===== config.mk =====
export PLATFORM = sky130hd
export DESIGN_NAME = op_issue_ctrl
export DESIGN_NICKNAME = d
export VERILOG_FILES = /design/src/rtl/op_ctrl_pkg.sv /design/src/rtl/op_sat_cnt.sv /design/src/rtl/op_issue_ctrl.sv
export SDC_FILE = /design/constraint.sdc
export NUM_CORES = 1
export LEC_CHECK = 0
export CORE_MARGIN = 2
export CORE_UTILIZATION = 49
export DETAILED_ROUTE_END_ITERATION = 12
export PLACE_DENSITY = 0.79
export SKIP_LAST_GASP = 1
export SYNTH_ARGS = -nofsm -noshare
export SYNTH_HDL_FRONTEND = slang
export SYNTH_SLANG_ARGS = --single-unit

===== constraint.sdc =====
create_clock -name clock -period 2.59 [get_ports clock]
set_input_delay 0.518 -clock clock [delete_from_list [all_inputs] [get_ports clock]]
set_output_delay 0.518 -clock clock [all_outputs]
set_load 0.01 [all_outputs]

===== src/rtl/op_ctrl_pkg.sv =====
// Shared definitions for the op_issue_ctrl slice: FSM state encoding and
// default parameter values.
package op_ctrl_pkg;

  typedef enum logic [1:0] {
    IDLE = 2'd0,
    BUSY = 2'd1,
    RESP = 2'd2
  } op_state_e;

  localparam int ID_W_DEF    = 4;
  localparam int TIMEOUT_DEF = 16;
  localparam int TMR_W_DEF   = 5;
  localparam int CNT_W_DEF   = 8;

endpackage


===== src/rtl/op_sat_cnt.sv =====
// Saturating up-counter with synchronous clear; clear has priority over inc.
module op_sat_cnt #(
  parameter int W = 8
) (
  input  logic         clock,
  input  logic         reset,
  input  logic         inc,
  input  logic         clr,
  output logic [W-1:0] cnt
);

  logic [W-1:0] cnt_q, cnt_d;

  always_comb begin
    cnt_d = cnt_q;
    if (clr)
      cnt_d = '0;
    else if (inc && (cnt_q != {W{1'b1}}))
      cnt_d = cnt_q + W'(1);
  end

  always_ff @(posedge clock or negedge reset) begin
    if (!reset) cnt_q <= '0;
    else        cnt_q <= cnt_d;
  end

  assign cnt = cnt_q;

endmodule


===== src/rtl/op_issue_ctrl.sv =====
// Issues one tagged operation at a time to the latency counter (op_en/op_done),
// guards it with a watchdog and returns a tagged response with an error flag.
module op_issue_ctrl
  import op_ctrl_pkg::*;
#(
  parameter int ID_W    = ID_W_DEF,
  parameter int TIMEOUT = TIMEOUT_DEF,
  parameter int TMR_W   = TMR_W_DEF,
  parameter int CNT_W   = CNT_W_DEF
) (
  input  logic             clock,
  input  logic             reset,
  input  logic             req_valid,
  input  logic [ID_W-1:0]  req_id,
  output logic             req_ready,
  output logic             op_en,
  input  logic             op_done,
  output logic             resp_valid,
  output logic [ID_W-1:0]  resp_id,
  output logic             resp_err,
  input  logic             resp_ready,
  input  logic             stat_clr,
  output logic [CNT_W-1:0] done_cnt,
  output logic [CNT_W-1:0] err_cnt
);

  localparam logic [TMR_W-1:0] TMR_LAST = TMR_W'(TIMEOUT - 1);

  op_state_e        state_q, state_d;
  logic [TMR_W-1:0] tmr_q, tmr_d;
  logic [ID_W-1:0]  id_q, id_d;
  logic             err_q, err_d;
  logic             req_ready_q, req_ready_d;
  logic             op_en_q, op_en_d;
  logic             resp_valid_q, resp_valid_d;
  logic             done_inc, err_inc;

  always_comb begin
    state_d  = state_q;
    tmr_d    = tmr_q;
    id_d     = id_q;
    err_d    = err_q;
    done_inc = 1'b0;
    err_inc  = 1'b0;
    case (state_q)
      IDLE: begin
        // req_ready_q gates acceptance so nothing is taken while reset releases
        if (req_valid && req_ready_q) begin
          id_d    = req_id;
          tmr_d   = '0;
          state_d = BUSY;
        end
      end
      BUSY: begin
        tmr_d = tmr_q + TMR_W'(1);
        if (op_done) begin
          err_d    = 1'b0;
          done_inc = 1'b1;
          state_d  = RESP;
        end else if (tmr_q == TMR_LAST) begin
          err_d   = 1'b1;
          err_inc = 1'b1;
          state_d = RESP;
        end
      end
      RESP: begin
        if (resp_ready) state_d = IDLE;
      end
      default: state_d = IDLE;
    endcase
    // Outputs are registered from the next state: no input-to-output path.
    req_ready_d  = (state_d == IDLE);
    op_en_d      = (state_d == BUSY);
    resp_valid_d = (state_d == RESP);
  end

  always_ff @(posedge clock or negedge reset) begin
    if (!reset) begin
      state_q      <= IDLE;
      tmr_q        <= '0;
      id_q         <= '0;
      err_q        <= 1'b0;
      req_ready_q  <= 1'b0;
      op_en_q      <= 1'b0;
      resp_valid_q <= 1'b0;
    end else begin
      state_q      <= state_d;
      tmr_q        <= tmr_d;
      id_q         <= id_d;
      err_q        <= err_d;
      req_ready_q  <= req_ready_d;
      op_en_q      <= op_en_d;
      resp_valid_q <= resp_valid_d;
    end
  end

  assign req_ready  = req_ready_q;
  assign op_en      = op_en_q;
  assign resp_valid = resp_valid_q;
  assign resp_id    = id_q;
  assign resp_err   = err_q;

  op_sat_cnt #(.W(CNT_W)) u_done_cnt (
    .clock (clock),
    .reset (reset),
    .inc   (done_inc),
    .clr   (stat_clr),
    .cnt   (done_cnt)
  );

  op_sat_cnt #(.W(CNT_W)) u_err_cnt (
    .clock (clock),
    .reset (reset),
    .inc   (err_inc),
    .clr   (stat_clr),
    .cnt   (err_cnt)
  );

endmodule


== Yosys cells after proc, flatten, opt, wreduce, memory -nomap -nowiden ==
Index checks and enable logic that the tools add are counted.
Storage, ports and cells
  register bits: 31
  word-level logic and storage cells: 50
  input bits: 10
Operators by class
  reductions and logical operators: 12
  muxes and demuxes: 18
  $add $sub $neg: 3
  equal/unequal tests: 8
Operators with widths (count)
  $mux W8: 4
  $add A8 B1 Y8 const B: 2
  $ne A8 B8 Y1 const B: 2
  $pmux W5 S2: 1
  $mux W2: 4
  $reduce_bool A2 Y1: 4
  $mux W1: 7
  $pmux W2 S3: 1
  $reduce_and A2 Y1: 3
  $add A5 B1 Y5 const B: 1
  $eq A5 B4 Y1 const B: 1
  $mux W5: 1
  $eq A2 B1 Y1 const B: 2
  $eq A2 B2 Y1 const B: 2
  $logic_not A2 Y1: 2
  $logic_and A1 B1 Y1: 3
  $ne A2 B2 Y1 const B: 1

== Depth between registers and ports, before layout ==
Gate-level depths: netlist of run 1.
  depth in word-level cells: 7
  gate-level depth with buffers: 8
  depth with buffers taken out: 7

== Modules after synthesis ==
From an unflattened synthesis of run 1, not the netlist that was laid out.
Second synthesis, totals
  cell total of the unflattened synthesis: 152
  area total of the unflattened synthesis: 1590.3 sq um
Modules (own cells, without submodules)
  op_sat_cnt: cells an instance 49, times used 2, area an instance 464.2 sq um, sequential area each 200.2 sq um
  op_issue_ctrl: cells an instance 54, times used 1, area an instance 661.9 sq um, sequential area each 375.4 sq um

== Worst setup path after synthesis of run 1 ==
No wires, ideal clock.
  kind: register to register
  start point: register tmr_q[0]
  end point: register u_err_cnt.cnt_q[3], in the netlist u_err_cnt.cnt[3]
  arrival: 1.754 ns
  cell stages (with the launch flop): 9
  path buffers: 1
  data required time: 2.512 ns
  slack: 0.757 ns
  clock period less this slack: 1.833 ns
  cells stage by stage: dfrtp_1 -> ha_1 -> and3_1 -> ha_1 -> nand4bb_1 -> o21bai_1 -> buf_6 -> or3_1 -> a21oi_1
On the way
  word-level cells in the longest chain between the ends: 6
Ends and longest elaborated chain
  start, declared: RTL line op_issue_ctrl.sv:30  | logic [TMR_W-1:0] tmr_q, tmr_d;
  start signal, assigned: RTL line op_issue_ctrl.sv:88  | tmr_q <= tmr_d;
  $eq A5 B4 Y1: RTL line op_issue_ctrl.sv:60  | end else if (tmr_q == TMR_LAST) begin
  $mux W1: RTL line op_issue_ctrl.sv:60
  $mux W1: RTL line op_issue_ctrl.sv:56  | if (op_done) begin
  $mux W1: RTL line op_issue_ctrl.sv:45  | case (state_q)
  $logic_and A1 B1 Y1: RTL line op_sat_cnt.sv:18  | else if (inc && (cnt_q != {W{1'b1}}))
  $reduce_bool A2 Y1 (no line)
  end signal, assigned: RTL line op_sat_cnt.sv:24  | else cnt_q <= cnt_d;
  end, declared: RTL line op_sat_cnt.sv:12  | logic [W-1:0] cnt_q, cnt_d;
No other way between the ends.
A chain may end at the register's enable or synchronous reset.

== Final worst setup path of run 1 ==
  start point: register tmr_q[0]
  end point: register u_err_cnt.cnt_q[5], in the netlist u_err_cnt.cnt[5]
The elaborated chain is that of the path after synthesis.

==> run summary, run 1 <==
* 2.49 ns — data arrival at the endpoint of the critical path
* 194 — number of nets in the layout
* 58.4 um — horizontal die dimension
* 0 ns — setup TNS after final layout
* 0.535 — portion of synthesized cell area occupied by the leading cell type
* dfrtp_1 — post-synth top area cell
* 0.444 GHz — highest clock frequency the design can meet
* ha_1 > and3_1 > ha_1 > nand4bb_1 > o21bai_1 > or4_1 > a21oi_1 — ordered list of cells on the worst path
* dfrtp_1 — most instantiated library cell after synthesis
* u_err_cnt.cnt[5] — worst reg2reg endpoint
* 0.806 — global placement routability congestion
* 0.32 ns — clock latency on the worst-skew pair
* 232 — Fill cells
* 2060 um — half-perimeter wire length after placement
* 35 — number of unique standard cell types used by synthesis
* false — unrepaired setup endpoints after global routing
* 0 — hold-fix buffers at CTS
* clkbuf_4 — Clock Root Buffer
* 2780 um^2 — core area
* yes — CTS tree
* flip-flop to flip-flop — hold crit path type
* 5 — Inserted Clock Buffers
* 34 — ports placed on the boundary
* tmr_q[0] — R2R Path Start
* 58.4 um — DIE HEIGHT
* 1450 um^2 — Mapped Area
* 140 — synthesized instance count
* 0.870 — Period Utilization, post-route
* 3410 um^2 — Die Footprint
* 31 — number of synthesized register bits
* 10.4 um^2 — Mapped Avg Cell Area
* 31 — number of sinks handled by clock tree synthesis
* 7 — cell count of the worst reg-to-reg path
* 0 — antenna fix cells
* 0 — final number of max-transition violations
* dfrtp_1 (53%), nor2_1 (4.1%), o21ai_0 (3.8%) — top post-synthesis cells by area
* 1129 — number of global-route vias before repair
* u_err_cnt.cnt[5] — critical path capture point
* 0 — total global routing overflow
* 0.0773 — fraction of final layout cells sized beyond drive strength 1
* 0.803 nW — leakage dissipation
* 0 — DRT antenna net count
* 0.34 ns — flop-to-flop setup slack
* 2 — number of H-tree levels
* 0.188 — global-route total usage across every layer
* 12 — biggest fanout along the worst timing path
* 2840 um — final WL
* 5.63 — vias per cell
* 19 — number of standard-cell rows in the floorplan
* ha_1 — critical path's most frequent cell
* 0.00843 ns — post-route clock skew
* 33 — number of buffers inserted by port buffering
* flip-flop to flip-flop — category of the critical setup timing path
* 0 — Yosys warning total
* 720 nW/um^2 — PD cells
* 4860 um — wire length of the first global-routing pass
* 0 — Maximum Capacitance Violations
* 0.521 — Initial Util
* 0 — number of antenna violations at the first check in global routing
* 0.000588 V — maximum vdd drop
* 0.780 ns — slew of the pin with the lowest slew margin
* 2.83 ns — data required time at the worst endpoint
* dfrtp_1 (31), nor2_1 (16), o21ai_0 (11) — list of most frequent post-synthesis cells
* 0.54 ns — CP peak stage delay
* 0 — DRC
* 1.00 — async set-reset flop share out of synthesis
* flip-flop — critical path startpoint category
* 0 — number of resized instances in the post-cts repair step
* 154 — Mapped Nets
* 0 — Setup Buffers After CTS
* dfrtp_1 — top flip-flop cell by instance count after synthesis
* completed — run status
* 2.25 ns — post-layout minimum cycle time
* 204 — cell count after placement
* 0 — number of synthesized flops with an enable pin
* 2 — maximum root-to-sink buffer count
* 0 — Final Hold Violating Endpoints
* 30.4% — relative area change from synthesis to final layout
* or4_1 — Slowest cell on crit path
* 0.479 — worst rel slew slack
* 0.535 — sequential area share after synthesis
* 0 — Final Setup Violations
* 32 — largest net degree at the start of global routing
* tmr_q[0] — launching element of the worst setup path
* 4 — number of optimization iterations in the first detailed-route pass
* tmr_q[2] — startpoint of the worst hold path
* 42 — Detailed Route Iter0 Violations
* 212 — post-route non-filler standard cell count
* flip-flop — CP Capture Type
* 13.4 um — post-DR wirelength/cell
* 1193 — total number of vias
* 0.10 ns — clock input transition at the sequential cells of the worst setup and hold paths
## worst max-delay path, delay by kind of cell, from the launching register on
family / cells / cell delay (ns)
AOI/OAI and AO/OA: 2 / 0.52
adders and majority gates: 2 / 0.40
DFF: 1 / 0.39
and+or+nand+nor: 3 / 0.85
## layout by cell type (no fill, tap or decap), types with 2 or more instances in the layout
cell and instances:
o31ai_1 3, nand3_1 6, o21ai_0 11, or3_1 3, o21bai_1 2, nor2_1 16
ha_1 4, dfrtp_1 31, mux2_2 4, nand3b_1 3, xor2_1 3, clkdlybuf4s50_1 33
mux2i_1 3, and3_1 2, inv_1 3, nand4_1 4, clkbuf_8 2, nor3_1 2
a21oi_1 9, a21o_1 2, buf_4 3, nand2_1 10, nor2b_1 2, clkbuf_4 5
or4_1 3
## through the flow
stage | total power [mW] | instance area (um^2) | setup slack (ns) | util | hold slack (ns)
after floorplan | 0.853 | 1450 | 0.757 | - | 0.222
after global placement | 1.04 | 1820 | 0.309 | 0.655 | 0.471
after detailed placement | 1.05 | 1820 | 0.229 | 0.655 | 0.495
after CTS | 1.38 | 1890 | 0.335 | 0.680 | 0.509
after global routing | 1.45 | 1890 | 0.163 | 0.680 | 0.537
final | 1.36 | 1890 | 0.336 | 0.680 | 0.507
## flip-flops by register name (all words and copies together) (netlist names), 2 cells and up
register / count
state_q: 2
u_err_cnt.cnt: 8
tmr_q: 5
u_done_cnt.cnt: 8
resp_id: 4
## kinds of logic (layout without fill, tap and decap cells)
group,after synthesis,in the layout,share of synthesized area
xor+xnor,3,3,0.0181
flops,31,31,0.535
simple gates,56,56,0.203
mux,7,7,0.0518
buf+inv,6,47,0.0216
compound gates,33,33,0.136
fa+ha+maj,4,4,0.0345
## metal layers
metal | part of all wire | wire (um) | GRT usage
met1 | 0.45 | 1290 | 0.235
met2 | 0.48 | 1360 | 0.297
met3 | 0.058 | 164 | 0.0637
met4 | 0.0095 | 27 | 0.0831
met5 | 0 | 0 | 0
## final cells by class
class	instances	area (um^2)	share of cell area
timing repair buffer	36	353	0.187
sequential	31	776	0.410
tap	31	38.8	0.0205
clock buffer	8	68.8	0.0364
inverter	3	11.3	0.00596
multi-input combinational	103	643	0.340
## worst min-delay path by stage
stage,endpoint,slack [ns],cells after the start
6_report,tmr_q[2],0.51,1
3_3_place_gp,tmr_q[3],0.47,1
5_1_grt,tmr_q[2],0.54,1
3_5_place_dp,resp_id[2],0.50,1
2_1_floorplan,op_en,0.22,0
4_1_cts,tmr_q[2],0.51,1
## power breakdown
part	internal, mW	switching [mW]
logic	0.223	0.178
registers	0.576	0.0673
clock network	0.160	0.158
total	0.959	0.403
No activity file was read; power rests on OpenSTA's default activity.
==> run 2, diff against run 1 <==
--- a/config.mk
+++ b/config.mk
@@ -5,6 +5,7 @@
 export SDC_FILE = /design/constraint.sdc
 export NUM_CORES = 1
 export LEC_CHECK = 0
+export CORE_ASPECT_RATIO = 1.75
 export CORE_MARGIN = 2
 export CORE_UTILIZATION = 49
 export DETAILED_ROUTE_END_ITERATION = 12
==> run 2 against run 1 <==
Sequential power about the same. Utilization shrank 1.4 points. Via count increased by 3.7%. Cell count is 0.94% lower. Sequential share of layout area fell by 0.35 points. Hold slack worse by 0.0017 ns.
==> run summary, run 2 (synthesis results as in run 1) <==
* u_err_cnt.cnt[5] — worst reg2reg endpoint
* 0.00738 ns — post-route clock skew
* flip-flop to flip-flop — hold crit path type
* 14.8 um — post-DR wirelength/cell
* clkdlybuf4s50_1 (33), dfrtp_1 (31), nor2_1 (16) — top library cells by usage in the layout, fill and taps aside
* 252 — Fill cells
* 45.1 um — horizontal die dimension
* 210 — post-route non-filler standard cell count
* 0.507 — Initial Util
* 0 — hold-fix buffers at CTS
* tmr_q[2] — startpoint of the worst hold path
* 2.35 ns — data arrival at the endpoint of the critical path
* 0.433 ns — post-layout worst setup margin
* 0 — Final Setup Violations
* 0.811 nW — leakage dissipation
* tmr_q[0] — R2R Path Start
* clkbuf_8 — Clock Root Buffer
* 0.833 — Period Utilization, post-route
* 26 — number of standard-cell rows in the floorplan
* 1 — Cells on Worst Hold Path
* 0 — total global routing overflow
* 0 — number of resized instances in the post-cts repair step
* 0.604 ns — slew of the pin with the lowest slew margin
* 2230 um — half-perimeter wire length after placement
* 32 — largest net degree at the start of global routing
* 2 — maximum root-to-sink buffer count
* 76.0 um — DIE HEIGHT
* flip-flop — critical path startpoint category
* completed — run status
* 2.79 ns — data required time at the worst endpoint
* 1237 — total number of vias
* tmr_q[2] — WHS Endpoint
* 741 nW/um^2 — PD cells
* 1296 — number of global-route vias before repair
* 0 — number of antenna violations at the first check in global routing
* 0 — DRT antenna net count
* 0.757 — global placement routability congestion
* flip-flop — CP Capture Type
* flip-flop to flip-flop — category of the critical setup timing path
* 34 — ports placed on the boundary
* 33 — number of buffers inserted by port buffering
* 0.0769 — fraction of final layout cells sized beyond drive strength 1
* 0 — Final Hold Violating Endpoints
* 2860 um^2 — core area
* 0 — antenna fix cells
* 5550 um — wire length of the first global-routing pass
* 31.5% — relative area change from synthesis to final layout
* 0.06 ns — clock input transition at the sequential cells of the worst setup and hold paths
* false — unrepaired setup endpoints after global routing
* 2 — number of H-tree levels
* 0.43 ns — flop-to-flop setup slack
* 0.596 — worst rel slew slack
* 0 — Setup Buffers After CTS
* 5 — Inserted Clock Buffers
* 2.16 ns — post-layout minimum cycle time
* 3430 um^2 — Die Footprint
* 31 — number of sinks handled by clock tree synthesis
* 0.464 GHz — highest clock frequency the design can meet
* 0.295 ns — pre-CTS worst setup slack
* 4 — number of optimization iterations in the first detailed-route pass
* yes — CTS tree
* 0 — final number of max-transition violations
* 3110 um — final WL
* 0 ns — setup TNS after final layout
* 0 — DRC
* 202 — cell count after placement
* 5.89 — vias per cell
* 195 — number of nets in the layout
* 8 — biggest fanout along the worst timing path
* tmr_q[0] — launching element of the worst setup path
* 35 — Detailed Route Iter0 Violations
* 7 — cell count of the worst reg-to-reg path
* clkdlybuf4s50_1 — leading cell type in the layout, fill and taps excluded
* 0.215 — global-route total usage across every layer
* 0.000634 V — maximum vdd drop
* 0.28 ns — clock latency on the worst-skew pair
* 0 — Maximum Capacitance Violations
[run 2: cell types whose count changed in the layout (fill, tap and decap cells not counted), sizes merged]
| cell | change |
|---|---|
| clkinv | +1 |
| buf | +1 |
| clkbuf | -1 |
[run 2: layout make-up]
type	instances	area [um^2]	area share
inverters	3	11.3	0.00591
flip-flops and latches	31	776	0.407
clock buffers	7	76.3	0.0400
clock inverters	1	5.00	0.00262
well taps	28	35.0	0.0184
repair buffers	37	360	0.189
multi-input cells	103	643	0.337
[run 2: where the power goes]
part	switching [mW]	total (mW)	internal, mW
clock	0.169	0.357	0.188
combinational	0.185	0.410	0.224
sequential	0.0685	0.646	0.578
total	0.423	1.41	0.990
[run 2: metal layers]
layer / vias to the layer above / GRT usage / part of all wire
met5: - / 0 / 0
li1: 588 / - / -
met4: 0 / 0.118 / 0.027
met1: 617 / 0.227 / 0.37
met3: 6 / 0.0524 / 0.041
met2: 26 / 0.367 / 0.56
[run 2: worst max path at each step]
stage                       endpoint  slack (ns)
floorplan           u_err_cnt.cnt[3]        0.76
global placement    u_err_cnt.cnt[7]        0.42
detailed placement  u_err_cnt.cnt[5]        0.29
CTS                 u_err_cnt.cnt[5]        0.43
global route        u_err_cnt.cnt[5]        0.27
finish              u_err_cnt.cnt[5]        0.43
[run 2: critical path, stage by stage, from the launching register on]
cell       delay (ns)
dfrtp_1          0.40
ha_1             0.20
and3_1           0.16
ha_1             0.19
nand4bb_1        0.15
o21bai_1         0.30
or4_1            0.51
a21oi_1          0.17
[run 2: metrics by stage]
stage               power, mW  cell area (um^2)  utilization  hold WS, ns
finish                   1.41              1910        0.666        0.505
global route             1.50              1910        0.666        0.527
CTS                      1.43              1910        0.666        0.506
detailed placement       1.07              1830        0.638        0.499
global placement         1.04              1830        0.638        0.482
floorplan               0.853              1450            -        0.222
